### src/rtl/ex_div_unit.sv
// ex_div_unit: iterative radix-2 restoring divider for the EX stage.
// Produces {remainder, quotient} for div/divu after WIDTH+1 edges, stalling
// the pipeline meanwhile. Optional macro DIV_ZERO_SHORTCUT_EN lets a zero
// dividend with a nonzero divisor finish in one edge.
//
// state      | meaning
// S_IDLE     | waiting for a start request
// S_DIVZERO  | divisor was zero, result forced to 0 next edge
// S_ON       | one restoring iteration per cycle
// S_END      | result valid, held until start_i drops
module ex_div_unit #(
  parameter int WIDTH = 32
) (
  input  logic                 clk,
  input  logic                 rst,
  input  logic                 signed_div_i,
  input  logic [WIDTH-1:0]     opdata1_i,
  input  logic [WIDTH-1:0]     opdata2_i,
  input  logic                 start_i,
  input  logic                 annul_i,
  output logic [2*WIDTH-1:0]   result_o,
  output logic                 ready_o,
  output logic                 stallreq_o
);

  localparam logic [1:0] S_IDLE    = 2'd0;
  localparam logic [1:0] S_DIVZERO = 2'd1;
  localparam logic [1:0] S_ON      = 2'd2;
  localparam logic [1:0] S_END     = 2'd3;
  localparam logic [5:0] LAST_ITER = 6'(WIDTH - 1);

  logic [1:0]         state_q, state_d;
  logic [5:0]         cnt_q, cnt_d;
  logic [2*WIDTH:0]   work_q, work_d;
  logic [WIDTH-1:0]   divisor_q, divisor_d;
  logic               neg1_q, neg1_d;
  logic               neg2_q, neg2_d;
  logic               signed_q, signed_d;
  logic [2*WIDTH-1:0] result_q, result_d;
  logic               ready_q, ready_d;

  logic [WIDTH-1:0]   mag1, mag2;
  logic               trial_ok;
  logic [WIDTH-1:0]   trial;
  logic [2*WIDTH:0]   work_shift;
  logic [WIDTH-1:0]   quot, rem, quot_fix, rem_fix;

  // Operand magnitudes; the most negative value maps to its unsigned magnitude.
  assign mag1 = (signed_div_i && opdata1_i[WIDTH-1]) ? -opdata1_i : opdata1_i;
  assign mag2 = (signed_div_i && opdata2_i[WIDTH-1]) ? -opdata2_i : opdata2_i;

  // Upper part is compared at WIDTH+1 bits so a divisor above 2^(WIDTH-1)
  // cannot lose the carried-out partial-remainder bit. When the trial
  // succeeds the difference is below the divisor, so WIDTH bits suffice.
  assign trial_ok   = work_q[2*WIDTH:WIDTH] >= {1'b0, divisor_q};
  assign trial      = work_q[2*WIDTH-1:WIDTH] - divisor_q;
  assign work_shift = trial_ok ? {trial, work_q[WIDTH-1:0], 1'b1}
                               : {work_q[2*WIDTH-1:0], 1'b0};

  assign quot     = work_shift[WIDTH-1:0];
  assign rem      = work_shift[2*WIDTH:WIDTH+1];
  assign quot_fix = (signed_q && (neg1_q ^ neg2_q)) ? -quot : quot;
  assign rem_fix  = (signed_q && neg1_q) ? -rem : rem;

  // Next-state and datapath update.
  always_comb begin
    state_d   = state_q;
    cnt_d     = cnt_q;
    work_d    = work_q;
    divisor_d = divisor_q;
    neg1_d    = neg1_q;
    neg2_d    = neg2_q;
    signed_d  = signed_q;
    result_d  = result_q;
    ready_d   = ready_q;
    case (state_q)
      S_IDLE: begin
        if (start_i && !annul_i) begin
          if (opdata2_i == '0) begin
            state_d = S_DIVZERO;
          end
`ifdef DIV_ZERO_SHORTCUT_EN
          else if (opdata1_i == '0) begin
            state_d  = S_END;
            ready_d  = 1'b1;
            result_d = '0;
          end
`endif
          else begin
            state_d   = S_ON;
            cnt_d     = '0;
            divisor_d = mag2;
            work_d    = {{WIDTH{1'b0}}, mag1, 1'b0};
            neg1_d    = signed_div_i & opdata1_i[WIDTH-1];
            neg2_d    = signed_div_i & opdata2_i[WIDTH-1];
            signed_d  = signed_div_i;
          end
        end
      end
      S_DIVZERO: begin
        state_d  = S_END;
        ready_d  = 1'b1;
        result_d = '0;
      end
      S_ON: begin
        if (annul_i || !start_i) begin
          state_d  = S_IDLE;
          cnt_d    = '0;
          result_d = '0;
        end else begin
          work_d = work_shift;
          cnt_d  = cnt_q + 6'd1;
          if (cnt_q == LAST_ITER) begin
            state_d  = S_END;
            ready_d  = 1'b1;
            result_d = {rem_fix, quot_fix};
          end
        end
      end
      S_END: begin
        if (!start_i || annul_i) begin
          state_d  = S_IDLE;
          ready_d  = 1'b0;
          result_d = '0;
        end
      end
      default: state_d = S_IDLE;
    endcase
  end

  // State registers, cleared asynchronously even mid-division.
  always_ff @(posedge clk or negedge rst) begin
    if (!rst) begin
      state_q   <= S_IDLE;
      cnt_q     <= '0;
      work_q    <= '0;
      divisor_q <= '0;
      neg1_q    <= 1'b0;
      neg2_q    <= 1'b0;
      signed_q  <= 1'b0;
      result_q  <= '0;
      ready_q   <= 1'b0;
    end else begin
      state_q   <= state_d;
      cnt_q     <= cnt_d;
      work_q    <= work_d;
      divisor_q <= divisor_d;
      neg1_q    <= neg1_d;
      neg2_q    <= neg2_d;
      signed_q  <= signed_d;
      result_q  <= result_d;
      ready_q   <= ready_d;
    end
  end

  assign result_o   = result_q;
  assign ready_o    = ready_q;
  assign stallreq_o = rst & start_i & ~ready_q;

endmodule
### config.mk
export PLATFORM = sky130hd
export DESIGN_NAME = ex_div_unit
export DESIGN_NICKNAME = d
export VERILOG_FILES = /design/src/rtl/ex_div_unit.sv
export SDC_FILE = /design/constraint.sdc
export NUM_CORES = 1
export LEC_CHECK = 0
export ABC_AREA = 1
export CAP_MARGIN = 10
export CORE_UTILIZATION = 55
export CTS_BUF_LIST = sky130_fd_sc_hd__clkbuf_2 sky130_fd_sc_hd__clkbuf_4 sky130_fd_sc_hd__clkbuf_8
export CTS_CLUSTER_SIZE = 24
export DETAILED_ROUTE_END_ITERATION = 16
export GPL_TIMING_DRIVEN = 0
export PLACE_DENSITY = 0.78
export SYNTH_ARGS = -nofsm -noshare
export SYNTH_HDL_FRONTEND = slang
export SYNTH_SLANG_ARGS = --single-unit
export TNS_END_PERCENT = 30
### constraint.sdc
create_clock -name clk -period 9.85 [get_ports clk]
set_clock_uncertainty 0.2 [all_clocks]
set_input_delay 1.97 -clock clk [delete_from_list [all_inputs] [get_ports clk]]
set_output_delay 1.97 -clock clk [all_outputs]
set_load 0.01 [all_outputs]
### After elaboration in Yosys (flattened, before gate mapping)

Cells that the tools add are included.
Widths: inputs -> output; s select.

| cells by class | value |
|---|---|
| add/subtract/negate cells | 6 |
| magnitude comparators | 1 |
| equality and inequality tests | 10 |
| muxes and demuxes | 27 |
| bitwise logic cells | 7 |
| reductions and logical operators | 18 |

Operators with widths:

| kind | number |
|---|---|
| $mux 65 | 4 |
| $mux 64 | 3 |
| $pmux 64 s3 | 1 |
| $pmux 65 s2 | 1 |
| $mux 32 | 4 |
| $neg 32->32 | 4 |
| $ge 33x32->1 | 1 |
| $logic_not 32->1 | 1 |
| $sub 32x32->32 | 1 |
| $mux 6 | 3 |
| $pmux 6 s2 | 1 |
| $reduce_and 3->1 | 4 |
| $mux 2 | 5 |
| $ne 2x2->1 const B | 5 |
| $pmux 2 s4 | 1 |
| $reduce_and 4->1 | 2 |
| $add 6x1->6 const B | 1 |
| $eq 6x5->1 const B | 1 |
| $logic_and 1x1->1 | 5 |
| $and 1x1->1 | 4 |
| $eq 2x2->1 const B | 2 |
| $mux 1 | 3 |
| $ne 3x3->1 const B | 1 |
| $pmux 1 s3 | 1 |
| other kinds (8) | 10 |

| storage, ports and cells | value |
|---|---|
| register bits | 173 |
| bits of input ports | 69 |
| output and inout port bits | 66 |
| logic and storage cells | 78 |

### Logic depth before layout (Yosys ltp)

Gate-level depths: netlist of the first run.

| logic depth | value |
|---|---|
| depth after elaboration | 7 |
| gate-level depth with buffers | 27 |
| mapped depth without buffers | 26 |

### Least setup slack after synthesis of the first run

No wires, ideal clock.

| path | value |
|---|---|
| path kind | input port to output port |
| start | input rst |
| end | output stallreq_o |
| arrival time | 2.165 ns |
| required time | 7.680 ns |
| setup slack | 5.515 ns |
| stages on the path | 2 |
| buffers on the path | 0 |
| cell sequence | nand2_1 -> nor2_1 |

| on the way | value |
|---|---|
| cells in the longest elaborated chain, start to end | 2 |

Ends and longest elaborated chain:

| item | RTL line | source |
|---|---|---|
| start, declared | 15 | `input logic rst,` |
| $and 1x1->1 (2 in series) | 158 | `assign stallreq_o = rst & start_i & ~ready_q;` |
| end, declared | 23 | `output logic stallreq_o` |

No other way between the ends.

### Worst setup path in the final report of the first run

Ends and elaborated chain as after synthesis.

==> insert_results.sql, run 1 <==
INSERT INTO impl_metrics (metric_group, metric, value, unit) VALUES
('logic_synthesis', 'synthSimpleGateAreaFrac', '0.334', ''),
('placed_design', 'place.gp.congestion', '0.974', ''),
('logic_synthesis', 'synth_edf_count', '0', ''),
('sta', 'fin_crit_sh', '0.589', ''),
('grt', 'first_pass_grt_wire_length', '64100', 'µm'),
('die', 'floorplan.initialDensity', '0.565', ''),
('grt', 'number_of_global_route_vias_before_repair', '12699', ''),
('route', 'avgRoutedWirePerCell', '16.6', 'µm'),
('setup_path', 'maximum_fanout_encountered_on_the_critical_timing_path', '91', ''),
('cts', 'number_of_buffers_between_clock_root_and_the_deepest_sink', '2', ''),
('placed_design', 'cell_count_after_placement', '2373', ''),
('route', 'drtPass1Iterations', '5', ''),
('cts', 'numCtsBuffers', '17', ''),
('logic_synthesis', 'synth-seq-area-share', '0.336', ''),
('cts', 'postCtsResizedCells', '0', ''),
('placed_design', 'io_buffers', '134', ''),
('cts', 'clkLatencyLatePin', '0.48', 'ns'),
('route', 'drc', '0', ''),
('setup_path', 'slowest_delay', '0.53', 'ns'),
('setup_path', 'timing.critical_path.cells', 'buf_8, buf_16, nand2_1, nor2_1, clkdlybuf4s50_1', ''),
('cts', 'htree_levels', '4', ''),
('run_status', 'status', 'complete, no violations', ''),
('setup_path', 'worst_path_max_delay_cell', 'sky130_fd_sc_hd__clkdlybuf4s50_1', ''),
('grt', 'grt_antenna_before_repair', '0', ''),
('finish', 'instances_no_fill', '2405', ''),
('finish', 'syn_to_final_growth', '17.1', '%'),
('setup_path', 'timing_worst_setup_path_type', 'input port to output pin', ''),
('sta', 'finalSetupViolations', '0', ''),
('sta', 'timing_hold_violations_final', '0', ''),
('logic_synthesis', 'synth-xor-area-share', '0.0497', ''),
('finish', 'layout.filler_cells', '2124', ''),
('die', 'placementRows', '55', ''),
('sta', 'final_critical_path_time_including_i_o_delays_and_setup', '5.80', 'ns'),
('sta', 'worst_pin_slew', '0.827', 'ns'),
('setup_path', 'critPathRequiredTime', '7.68', 'ns'),
('die', 'die_w', '155', 'µm'),
('die', 'core_area', '22800', 'µm²'),
('setup_path', 'worst_setup_ep_type', 'output pin', ''),
('grt', 'global_route.overflow_total', '0', ''),
('placed_design', 'dp_hpwl', '31800', 'µm'),
('logic_synthesis', 'synth_fa_ha_area_frac', '0.0375', ''),
('logic_synthesis', 'synth_cell_types', '54', ''),
('logic_synthesis', 'synthesis.yosys.warnings', '0', ''),
('sta', 'timing.final.max_slew_violations', '0', ''),
('die', 'floorplan.die_area', '24000', 'µm²'),
('pwr', 'ir_drop', '0.000214', 'V'),
('logic_synthesis', 'postSynthCellCount', '1925', ''),
('sta', 'worst_slack', '4.05', 'ns'),
('grt', 'grt_start_max_net_pins', '92', ''),
('finish', 'antenna_cells', '0', ''),
('route', 'route.vias.total', '13149', ''),
('min_path', 'min-delay-path-class', 'flip-flop to flip-flop', ''),
('logic_synthesis', 'postSynth.asyncResetShare', '1.00', ''),
('setup_path', 'worst-path-buf-inv', '3', ''),
('sta', 'max_freq', '0.172', 'GHz'),
('die', 'floorplan.die.height', '155', 'µm'),
('logic_synthesis', 'synth_compound_gate_area_share', '0.146', ''),
('logic_synthesis', 'synth_area', '12900', 'µm²'),
('cts', 'cts_sinks', '173', ''),
('cts', 'clock_pin_slew_on_the_worst_setup_and_hold_paths', '0.09', 'ns'),
('route', 'routed_via_density', '5.47', ''),
('logic_synthesis', 'yosys-mux-area-fraction', '0', ''),
('logic_synthesis', 'synth_top_flop_cell', 'sky130_fd_sc_hd__dfrtp_1', ''),
('logic_synthesis', 'dominant_combinational_cell_family_by_area_after_synthesis', 'simple AND/OR/NAND/NOR gates', ''),
('setup_path', 'worst_ep_arrival_time', '3.63', 'ns'),
('pwr', 'power_density', '397', 'nW/µm²'),
('pwr', 'totalPowerFinal', '5.98', 'mW'),
('logic_synthesis', 'post_synthesis_net_count', '2032', ''),
('sta', 'rsz0062_at_grt', 'false', ''),
('run', 'drv_cap', '0', ''),
('placed_design', 'place_ws', '3.96', 'ns');
-- kinds of logic after synthesis --
kind of cell	count (synthesis)
buffers and inverters	313
AO/OA/AOI/OAI	340
flip-flops	173
adder cells (fa/ha/maj)	38
XOR/XNOR	73
AND/OR/NAND/NOR	988
-- path summary, 6_finish.rpt --
| path | from | endpoint | slack [ns] | depth (start not counted) |
|---|---|---|---|---|
| worst max-delay path | rst | stallreq_o | 4.05 | 5 |
| worst min-delay path | result_o[62] | result_o[62] | 0.28 | 2 |
| worst max register to register | work_q[34] | result_o[24] | 5.06 | 21 |
| worst min register to register | result_o[62] | result_o[62] | 0.28 | 2 |
| max in group asynchronous | rst | work_q[1] | 7.31 | 2 |
| min in group asynchronous | rst | divisor_q[29] | 1.23 | 1 |
-- cell usage in the layout (no fill, tap or decap), types with 4 or more instances in the layout --
cell type and instances:
sky130_fd_sc_hd__nand2_1 576, sky130_fd_sc_hd__inv_1 241, sky130_fd_sc_hd__o21ai_0 183, sky130_fd_sc_hd__dfrtp_1 173
sky130_fd_sc_hd__nor2_1 162, sky130_fd_sc_hd__clkdlybuf4s50_1 133, sky130_fd_sc_hd__nand3_1 114, sky130_fd_sc_hd__a21oi_1 77
sky130_fd_sc_hd__xor2_1 57, sky130_fd_sc_hd__clkbuf_1 41, sky130_fd_sc_hd__ha_1 37, sky130_fd_sc_hd__nand2_2 25
sky130_fd_sc_hd__nor3_1 24, sky130_fd_sc_hd__nand4_1 21, sky130_fd_sc_hd__clkbuf_8 17, sky130_fd_sc_hd__xnor2_1 16
sky130_fd_sc_hd__o22ai_1 15, sky130_fd_sc_hd__o21ai_1 14, sky130_fd_sc_hd__nor2_2 13, sky130_fd_sc_hd__inv_2 13
sky130_fd_sc_hd__nor4_1 11, sky130_fd_sc_hd__o211ai_1 10, sky130_fd_sc_hd__nor2_4 8, sky130_fd_sc_hd__o31ai_1 7
sky130_fd_sc_hd__or2_2 7, sky130_fd_sc_hd__o21bai_1 6, sky130_fd_sc_hd__nor3_2 6, sky130_fd_sc_hd__o21ai_2 6
sky130_fd_sc_hd__nand3b_1 5, sky130_fd_sc_hd__nand3_2 5, sky130_fd_sc_hd__buf_6 5, sky130_fd_sc_hd__buf_2 5
sky130_fd_sc_hd__a31oi_1 5, sky130_fd_sc_hd__inv_8 4
-- cells in the mapped netlist, drive strengths merged (2+ instances only) --
master,count,area (µm²)
o21ai,204,1050
a21oi,79,403
or2,8,50.1
o31ai,7,52.6
nand3,120,638
clkinv,3,11.3
o21a,3,22.5
o22ai,15,93.8
ha,37,463
a22o,3,26.3
a31oi,5,31.3
xor2,57,499
dfrtp,173,4330
nand2,605,2370
nor3,30,180
nor2,184,800
o21bai,6,45.0
nor4,11,68.8
a32o,3,30.0
nand3b,5,37.5
clkbuf,41,154
buf,15,128
xnor2,16,140
o41ai,2,17.5
inv,254,953
nand4,21,131
o211ai,10,75.1
-- cell type report --
type / count / area (µm²) / area share
Multi-Input combinational cell: 1439 / 7300 / 0.484
Sequential cell: 173 / 4330 / 0.287
Timing Repair Buffer: 135 / 1370 / 0.0911
Inverter: 257 / 965 / 0.0640
Tap cell: 313 / 392 / 0.0260
Buffer: 56 / 282 / 0.0187
Clock buffer: 17 / 234 / 0.0155
Clock inverter: 15 / 198 / 0.0131
-- worst min-delay path: stages (launching register included) --
cell,delay (ns)
sky130_fd_sc_hd__dfrtp_1,0.35
sky130_fd_sc_hd__nand2_1,0.05
sky130_fd_sc_hd__nand2_1,0.05
-- report_power, final --
part | internal, mW | total, mW | switching (mW) | leakage (nW)
Sequential | 0.976 | 1.20 | 0.222 | 2.29
Combinational | 1.40 | 4.22 | 2.83 | 5.03
Clock | 0.240 | 0.556 | 0.316 | 0.215
-- metrics by stage --
stage | cell area (µm²) | utilization
finish | 15100 | 0.662
global route | 15100 | 0.662
CTS | 15100 | 0.662
detailed placement | 14600 | 0.643
global placement | 14600 | 0.641
floorplan | 12900 | -
-- flip-flops by register name (all words and copies together), names as in the netlist --
name / count
work_q: 65
result_o: 64
divisor_q: 32
cnt_q: 6
state_q: 2
neg1_q: 1
neg2_q: 1
ready_o: 1
signed_q: 1
-- metal layers --
metal  GRT usage  up-vias  routed length [µm]
met5           0        -                   0
met3      0.0429      103                2060
li1            -     6514                   -
met2       0.595      436               19300
met1       0.426     6096               16900
met4       0.159        0                1660
(Power assumes the default switching activity.)
==> run 2, diff against run 1 <==
- CORE_UTILIZATION: 55 -> 54
- PLACE_DENSITY: 0.78 -> 0.8
- clock period: 9.85 -> 5.15 ns (I/O delays scaled with it)
==> run 2 against run 1 <==
  * Die area is 1.8% higher
  * Combinational power is 91% higher
  * Hold slack worse by 0.018 ns
  * Global-route usage is 0.77 points lower
  * Register-to-register slack worse by 4.5 ns
  * First-iteration DRC count is 13% lower
  * Sequential power is 93% higher
  * Flip-flop and latch count stayed put
  * Total power is 91% higher
  * Count of clock-buffer cells in the layout stayed put
  * Final area hardly changed
  * Critical endpoint is now result_o[30]
  * Largest cell class unchanged
  * Largest power group unchanged
  * Highest routed layer unchanged
==> insert_results.sql, run 2 (synthesis gave the netlist of run 1 again) <==
INSERT INTO impl_metrics (metric_group, metric, value, unit) VALUES
('setup_path', 'cpMostUsedCell', 'sky130_fd_sc_hd__nand2_1', ''),
('cts', 'cts_sinks', '173', ''),
('setup_path', 'worst_path_max_delay_cell', 'sky130_fd_sc_hd__dfrtp_1', ''),
('sta', 'worst_pin_slew', '0.833', 'ns'),
('route', 'drtPass1Iterations', '7', ''),
('die', 'floorplan.die.height', '156', 'µm'),
('cts', 'tritoncts', 'built', ''),
('sta', 'worst_slack', '0.569', 'ns'),
('sta', 'fin_setup_tns', '0', 'ns'),
('sta', 'fin_crit_sh', '0.889', ''),
('finish', 'antenna_cells', '0', ''),
('placed_design', 'io_buffers', '134', ''),
('min_path', 'min-delay-path-class', 'input port to async pin', ''),
('finish', 'most-common-layout-cells', '576 x sky130_fd_sc_hd__nand2_1, 241 x sky130_fd_sc_hd__inv_1, 182 x sky130_fd_sc_hd__o21ai_0', ''),
('finish', 'multi_input_area', '7310', 'µm²'),
('setup_path', 'worst_setup_ep_type', 'flip-flop', ''),
('setup_path', 'timing.reg2reg.worst_path_depth', '24', ''),
('cts', 'clock_pin_slew_on_the_worst_setup_and_hold_paths', '0.12', 'ns'),
('sta', 'max_freq', '0.218', 'GHz'),
('setup_path', 'maximum_fanout_encountered_on_the_critical_timing_path', '10', ''),
('route', 'routed_via_density', '5.47', ''),
('cts', 'cts_root_buffer', 'sky130_fd_sc_hd__clkbuf_8', ''),
('cts', 'htree_levels', '4', ''),
('sta', 'finalSetupViolations', '0', ''),
('grt', 'total_global_route_track_usage', '0.336', ''),
('grt', 'first_pass_grt_wire_length', '63200', 'µm'),
('pwr', 'power.static_leakage', '7.52', 'nW'),
('grt', 'global_route.overflow_total', '0', ''),
('sta', 'timing.hold.ws', '0.266', 'ns'),
('die', 'core_area', '23400', 'µm²'),
('setup_path', 'critPathRequiredTime', '5.35', 'ns'),
('route', 'wirelength_met1', '16500', 'µm'),
('run_status', 'status', 'complete, no violations', ''),
('cts', 'numCtsBuffers', '17', ''),
('grt', 'grt_antenna_before_repair', '0', ''),
('die', 'placementRows', '56', ''),
('die', 'floorplan.io_pins', '135', ''),
('finish', 'largest-register', 'work_q', ''),
('setup_path', 'timing.rr.start', 'work_q[55]', ''),
('cts', 'number_of_buffers_between_clock_root_and_the_deepest_sink', '2', ''),
('route', 'drc', '0', ''),
('setup_path', 'reg2reg_slack', '0.57', 'ns'),
('sta', 'rsz0062_at_grt', 'false', ''),
('cts', 'clkLatencyLatePin', '0.48', 'ns'),
('sta', 'timing.final.max_slew_violations', '0', ''),
('setup_path', 'timing_worst_setup_path_type', 'flip-flop to flip-flop', ''),
('route', 'route.top_layer_used', 'met4', ''),
('sta', 'timing.slew.headroom', '0.445', ''),
('die', 'die_w', '156', 'µm'),
('die', 'floorplan.die_area', '24500', 'µm²'),
('run', 'drv_cap', '0', ''),
('sta', 'final_critical_path_time_including_i_o_delays_and_setup', '4.58', 'ns'),
('setup_path', 'reg2reg_to', 'result_o[30]', ''),
('cts', 'postCtsSetupRepairBufs', '0', ''),
('pwr', 'ir_drop', '0.000402', 'V'),
('grt', 'grt_start_max_net_pins', '102', ''),
('pwr', 'totalPowerFinal', '11.4', 'mW'),
('route', 'met3_length', '1950', 'µm'),
('route', 'dr.first_iter.drc_count', '893', ''),
('finish', 'layout.filler_cells', '2289', ''),
('finish', 'syn_to_final_growth', '17.2', '%'),
('finish', 'max_reg_flops', '65', ''),
('placed_design', 'place_ws', '0.495', 'ns'),
('route', 'dr_wl_met2', '19600', 'µm'),
('setup_path', 'slowest_delay', '0.46', 'ns'),
('sta', 'timing_hold_violations_final', '0', ''),
('route', 'avgRoutedWirePerCell', '16.5', 'µm'),
('setup_path', 'worstSetupStartpointType', 'flip-flop', ''),
('route', 'total_wirelength', '39800', 'µm'),
('grt', 'number_of_global_route_vias_before_repair', '12637', ''),
('finish', 'layout_commonest_cell', 'sky130_fd_sc_hd__nand2_1', ''),
('finish', 'fin_nets', '2186', ''),
('finish', 'post_route_cells_drive_above_1_share', '0.0664', ''),
('route', 'postRouteAntennaNets', '0', ''),
('placed_design', 'place.gp.congestion', '0.975', ''),
('placed_design', 'dp_hpwl', '32100', 'µm'),
('setup_path', 'timing.critical_path.cells', 'ha_1, nand2_2, inv_2, a21oi_1, nand2_1, nand2_2, nand3_4, nor2_8, nand2_8, inv_2, buf_6, ha_1, nand3_1, nor3_1, nand2_1, nor4_2, nand4_1, inv_1, a21oi_1, inv_1, o21ai_0, nand2_1, nand2_1, o21ai_0', ''),
('finish', 'ff_latch_area', '4330', 'µm²'),
('die', 'floorplan.initialDensity', '0.550', ''),
('pwr', 'power_density', '756', 'nW/µm²'),
('setup_path', 'worst_ep_arrival_time', '4.78', 'ns'),
('route', 'route.vias.total', '13194', '');
[run 2: cell types whose count changed in the layout (fill, tap and decap cells not counted), sizes merged]
cell	before	now
inv	261	260
clkinv	8	9
[run 2: area by class of cell]
type	instances	area share
clock inverters	15	0.0131
well taps	319	0.0265
multi-input cells	1439	0.484
flip-flops and latches	173	0.287
clock buffers	17	0.0155
repair buffers	135	0.0911
inverters	257	0.0639
plain buffers	56	0.0187
[run 2: worst max-delay path by stage]
| stage | from | end | slack, ns |
|---|---|---|---|
| global route | work_q[55] | result_o[30] | 0.06 |
| global placement | rst | work_q[6] | -4.28 |
| finish | work_q[55] | result_o[30] | 0.57 |
| CTS | work_q[47] | result_o[28] | 0.44 |
| floorplan | work_q[56] | result_o[28] | 1.55 |
| detailed placement | work_q[47] | result_o[28] | 0.50 |
[run 2: where the power goes]
group          leakage, nW  switching (mW)  internal (mW)  total [mW]
clock network        0.212           0.596          0.456        1.05
registers             2.29           0.442           1.87        2.31
logic                 5.03            5.37           2.68        8.05
total                 7.53            6.41           5.00        11.4
[run 2: critical path: cells and delay by family (launching register included)]
family / cells / cell delay, ns
AO/OA/AOI/OAI: 4 / 0.59
AND/OR/NAND/NOR: 13 / 1.93
buffers and inverters: 5 / 0.69
flip-flops: 1 / 0.46
adder cells (fa/ha/maj): 2 / 0.62
[run 2: repair_timing]
action,CTS,global route
hold buffers,0,0
resized for setup,0,2
setup endpoints to repair,0,3
[run 2: metal layers]
metal / GRT usage / up-vias
met5: 0 / -
met4: 0.162 / 0
met3: 0.0382 / 104
met2: 0.594 / 414
met1: 0.405 / 6167
li1: - / 6509
[run 2: per-stage QoR]
stage	util	instances	cell area, µm²
floorplan	-	1925	12900
global placement	0.625	2378	14600
detailed placement	0.626	2379	14600
CTS	0.644	2411	15100
global route	0.645	2411	15100
finish	0.645	2411	15100
==> run 3, diff against run 2 <==
- CORE_UTILIZATION: 54 -> 53
- CTS_BUF_LIST: sky130_fd_sc_hd__clkbuf_2 sky130_fd_sc_hd__clkbuf_4 sky130_fd_sc_hd__clkbuf_8 -> sky130_fd_sc_hd__clkbuf_16
- PLACE_DENSITY: 0.8 -> 0.78
==> run 3 against run 2 <==
  * Via count increased by 0.11%
  * Wire length increased by 1.0%
  * Flip-flop and latch count unchanged
  * Final cell count unchanged
  * Count of clock-buffer cells in the layout unchanged
  * Die area increased by 1.9%
  * First-iteration DRC count increased by 13%
  * Hold slack improved by 0.015 ns
  * Highest routed layer unchanged
  * Combinational power about the same
==> insert_results.sql, run 3 (synthesis gave the netlist of run 1 again) <==
INSERT INTO impl_metrics (metric_group, metric, value, unit) VALUES
('run', 'drv_cap', '0', ''),
('cts', 'clkLatencyLatePin', '0.44', 'ns'),
('setup_path', 'slowest_delay', '0.50', 'ns'),
('die', 'floorplan.die.height', '158', 'µm'),
('route', 'drtPass1Iterations', '6', ''),
('grt', 'gr-usage-met2', '0.596', ''),
('die', 'floorplan.initialDensity', '0.544', ''),
('setup_path', 'critPathRequiredTime', '5.27', 'ns'),
('die', 'core_area', '23700', 'µm²'),
('cts', 'postCtsResizedCells', '0', ''),
('placed_design', 'place_ws', '0.428', 'ns'),
('placed_design', 'dp_hpwl', '32000', 'µm'),
('finish', 'most-common-layout-cells', '576 x sky130_fd_sc_hd__nand2_1, 241 x sky130_fd_sc_hd__inv_1, 182 x sky130_fd_sc_hd__o21ai_0', ''),
('grt', 'grt_start_max_net_pins', '89', ''),
('cts', 'hold_buffers', '0', ''),
('finish', 'antenna_cells', '0', ''),
('cts', 'htree_levels', '4', ''),
('grt', 'grt_use_met3', '0.0411', ''),
('route', 'avgRoutedWirePerCell', '16.7', 'µm'),
('setup_path', 'worstSetupStartpoint', 'work_q[34]', ''),
('pwr', 'ir_drop', '0.000433', 'V'),
('finish', 'syn_to_final_growth', '18.4', '%'),
('cts', 'tritoncts', 'built', ''),
('cts', 'number_of_buffers_between_clock_root_and_the_deepest_sink', '2', ''),
('sta', 'timing.slew.headroom', '0.458', ''),
('route', 'dr.first_iter.drc_count', '1012', ''),
('sta', 'finalSetupViolations', '0', ''),
('setup_path', 'critPathCapture', 'result_o[26]', ''),
('setup_path', 'timing.reg2reg.worst_path_depth', '21', ''),
('sta', 'rsz0062_at_grt', 'false', ''),
('cts', 'clock_pin_slew_on_the_worst_setup_and_hold_paths', '0.08', 'ns'),
('die', 'floorplan.io_pins', '135', ''),
('placed_design', 'io_buffers', '134', ''),
('finish', 'layout_commonest_cell', 'sky130_fd_sc_hd__nand2_1', ''),
('finish', 'largest-register', 'work_q', ''),
('setup_path', 'timing.critical_path.cells', 'ha_1, nand2_1, nor2_1, nand3_1, nand3_2, nand2_1, nand2_2, nand2_4, nand2_8, inv_2, buf_6, ha_1, nand3_1, nor3_1, nand2_1, nor4_2, nand4_1, o31ai_1, nand2_1, nand2_1, o21ai_0', ''),
('sta', 'timing_hold_violations_final', '0', ''),
('cts', 'numCtsBuffers', '17', ''),
('die', 'die_w', '158', 'µm'),
('sta', 'max_freq', '0.214', 'GHz'),
('setup_path', 'timing.rr.start', 'work_q[34]', ''),
('route', 'drc', '0', ''),
('grt', 'first_pass_grt_wire_length', '63900', 'µm'),
('sta', 'final_critical_path_time_including_i_o_delays_and_setup', '4.68', 'ns'),
('placed_design', 'place.gp.congestion', '0.987', ''),
('grt', 'total_global_route_track_usage', '0.335', ''),
('finish', 'max_reg_flops', '65', ''),
('grt', 'grt_antenna_before_repair', '0', ''),
('setup_path', 'worst_path_max_delay_cell', 'sky130_fd_sc_hd__o31ai_1', ''),
('cts', 'cts_root_buffer', 'sky130_fd_sc_hd__clkbuf_16', ''),
('setup_path', 'worst_ep_arrival_time', '4.80', 'ns'),
('setup_path', 'timing_worst_setup_path_type', 'flip-flop to flip-flop', ''),
('grt', 'globalRoute.busiestLayer', 'met2', ''),
('die', 'placementRows', '56', ''),
('finish', 'post_route_cells_drive_above_1_share', '0.0664', ''),
('grt', 'number_of_global_route_vias_before_repair', '12575', ''),
('finish', 'layout.filler_cells', '2253', ''),
('cts', 'cts_sinks', '173', ''),
('setup_path', 'reg2reg_to', 'result_o[26]', ''),
('setup_path', 'cpMostUsedCell', 'sky130_fd_sc_hd__nand2_1', ''),
('pwr', 'power_density', '767', 'nW/µm²'),
('route', 'route.vias.total', '13209', ''),
('route', 'postRouteAntennaNets', '0', ''),
('setup_path', 'worstSetupStartpointType', 'flip-flop', ''),
('grt', 'global_route.overflow_total', '0', ''),
('sta', 'worst_pin_slew', '0.810', 'ns'),
('sta', 'timing.hold.ws', '0.281', 'ns'),
('setup_path', 'reg2reg_slack', '0.47', 'ns'),
('sta', 'fin_crit_sh', '0.909', ''),
('sta', 'worst_slack', '0.466', 'ns'),
('sta', 'timing.final.max_slew_violations', '0', ''),
('route', 'total_wirelength', '40200', 'µm'),
('setup_path', 'worst_setup_ep_type', 'flip-flop', ''),
('finish', 'fin_nets', '2186', ''),
('run_status', 'status', 'complete, no violations', ''),
('route', 'routed_via_density', '5.48', ''),
('min_path', 'min-delay-path-class', 'flip-flop to flip-flop', ''),
('die', 'floorplan.die_area', '24900', 'µm²'),
('setup_path', 'maximum_fanout_encountered_on_the_critical_timing_path', '10', ''),
('grt', 'globalRouteMet1Util', '0.414', ''),
('sta', 'fin_setup_tns', '0', 'ns'),
('cts', 'postCtsSetupRepairBufs', '0', ''),
('finish', 'finish.utilization', '0.644', ''),
('pwr', 'power.static_leakage', '7.61', 'nW');
run 3: cell types whose count changed in the layout (fill, tap and decap cells not counted):
cell,previous run,this run
sky130_fd_sc_hd__clkbuf_16,0,17
sky130_fd_sc_hd__clkbuf_8,17,0
sky130_fd_sc_hd__clkinv_2,0,5
sky130_fd_sc_hd__clkinv_4,3,1
sky130_fd_sc_hd__clkinv_8,3,1
sky130_fd_sc_hd__inv_6,5,4
run 3: layer usage:
layer / up-vias / share of wire
met4: 0 / 0.027
met3: 69 / 0.057
met2: 466 / 0.50
li1: 6500 / -
met5: - / 0
met1: 6174 / 0.42
run 3: power by group:
part	internal, mW	switching (mW)
clock	0.725	0.613
sequential	1.87	0.426
combinational	2.67	5.39
total	5.27	6.43
run 3: worst min-delay path by stage:
stage,startpoint,endpoint,slack (ns),depth (start not counted)
finish,result_o[53],result_o[53],0.28,2
global route,result_o[7],result_o[7],0.31,2
CTS,result_o[7],result_o[7],0.28,2
detailed placement,result_o[53],result_o[53],0.27,2
global placement,result_o[58],result_o[58],0.27,2
floorplan,state_q[1],ready_o,0.25,1
run 3: layout make-up:
class,instances,area (µm²),area share
Multi-Input combinational cell,1439,7310,0.479
Sequential cell,173,4330,0.284
Timing Repair Buffer,135,1370,0.0901
Inverter,257,965,0.0633
Clock buffer,17,425,0.0279
Tap cell,319,399,0.0262
Buffer,56,282,0.0185
Clock inverter,15,164,0.0108
run 3: metrics by stage:
| stage | instances | area [µm²] | total power, mW |
|---|---|---|---|
| after global routing | 2411 | 15200 | 12.8 |
| final | 2411 | 15200 | 11.7 |
| after CTS | 2411 | 15200 | 11.6 |
| after global placement | 2378 | 14600 | 10.1 |
| after floorplan | 1925 | 12900 | 7.96 |
| after detailed placement | 2379 | 14600 | 10.2 |
run 3: worst max-delay path, delay by kind of cell (launching register included):
family / cells / cell delay (ns)
buffers and inverters: 2 / 0.41
DFF: 1 / 0.44
AOI/OAI and AO/OA: 2 / 0.59
adders and majority gates: 2 / 0.62
and+or+nand+nor: 15 / 2.29
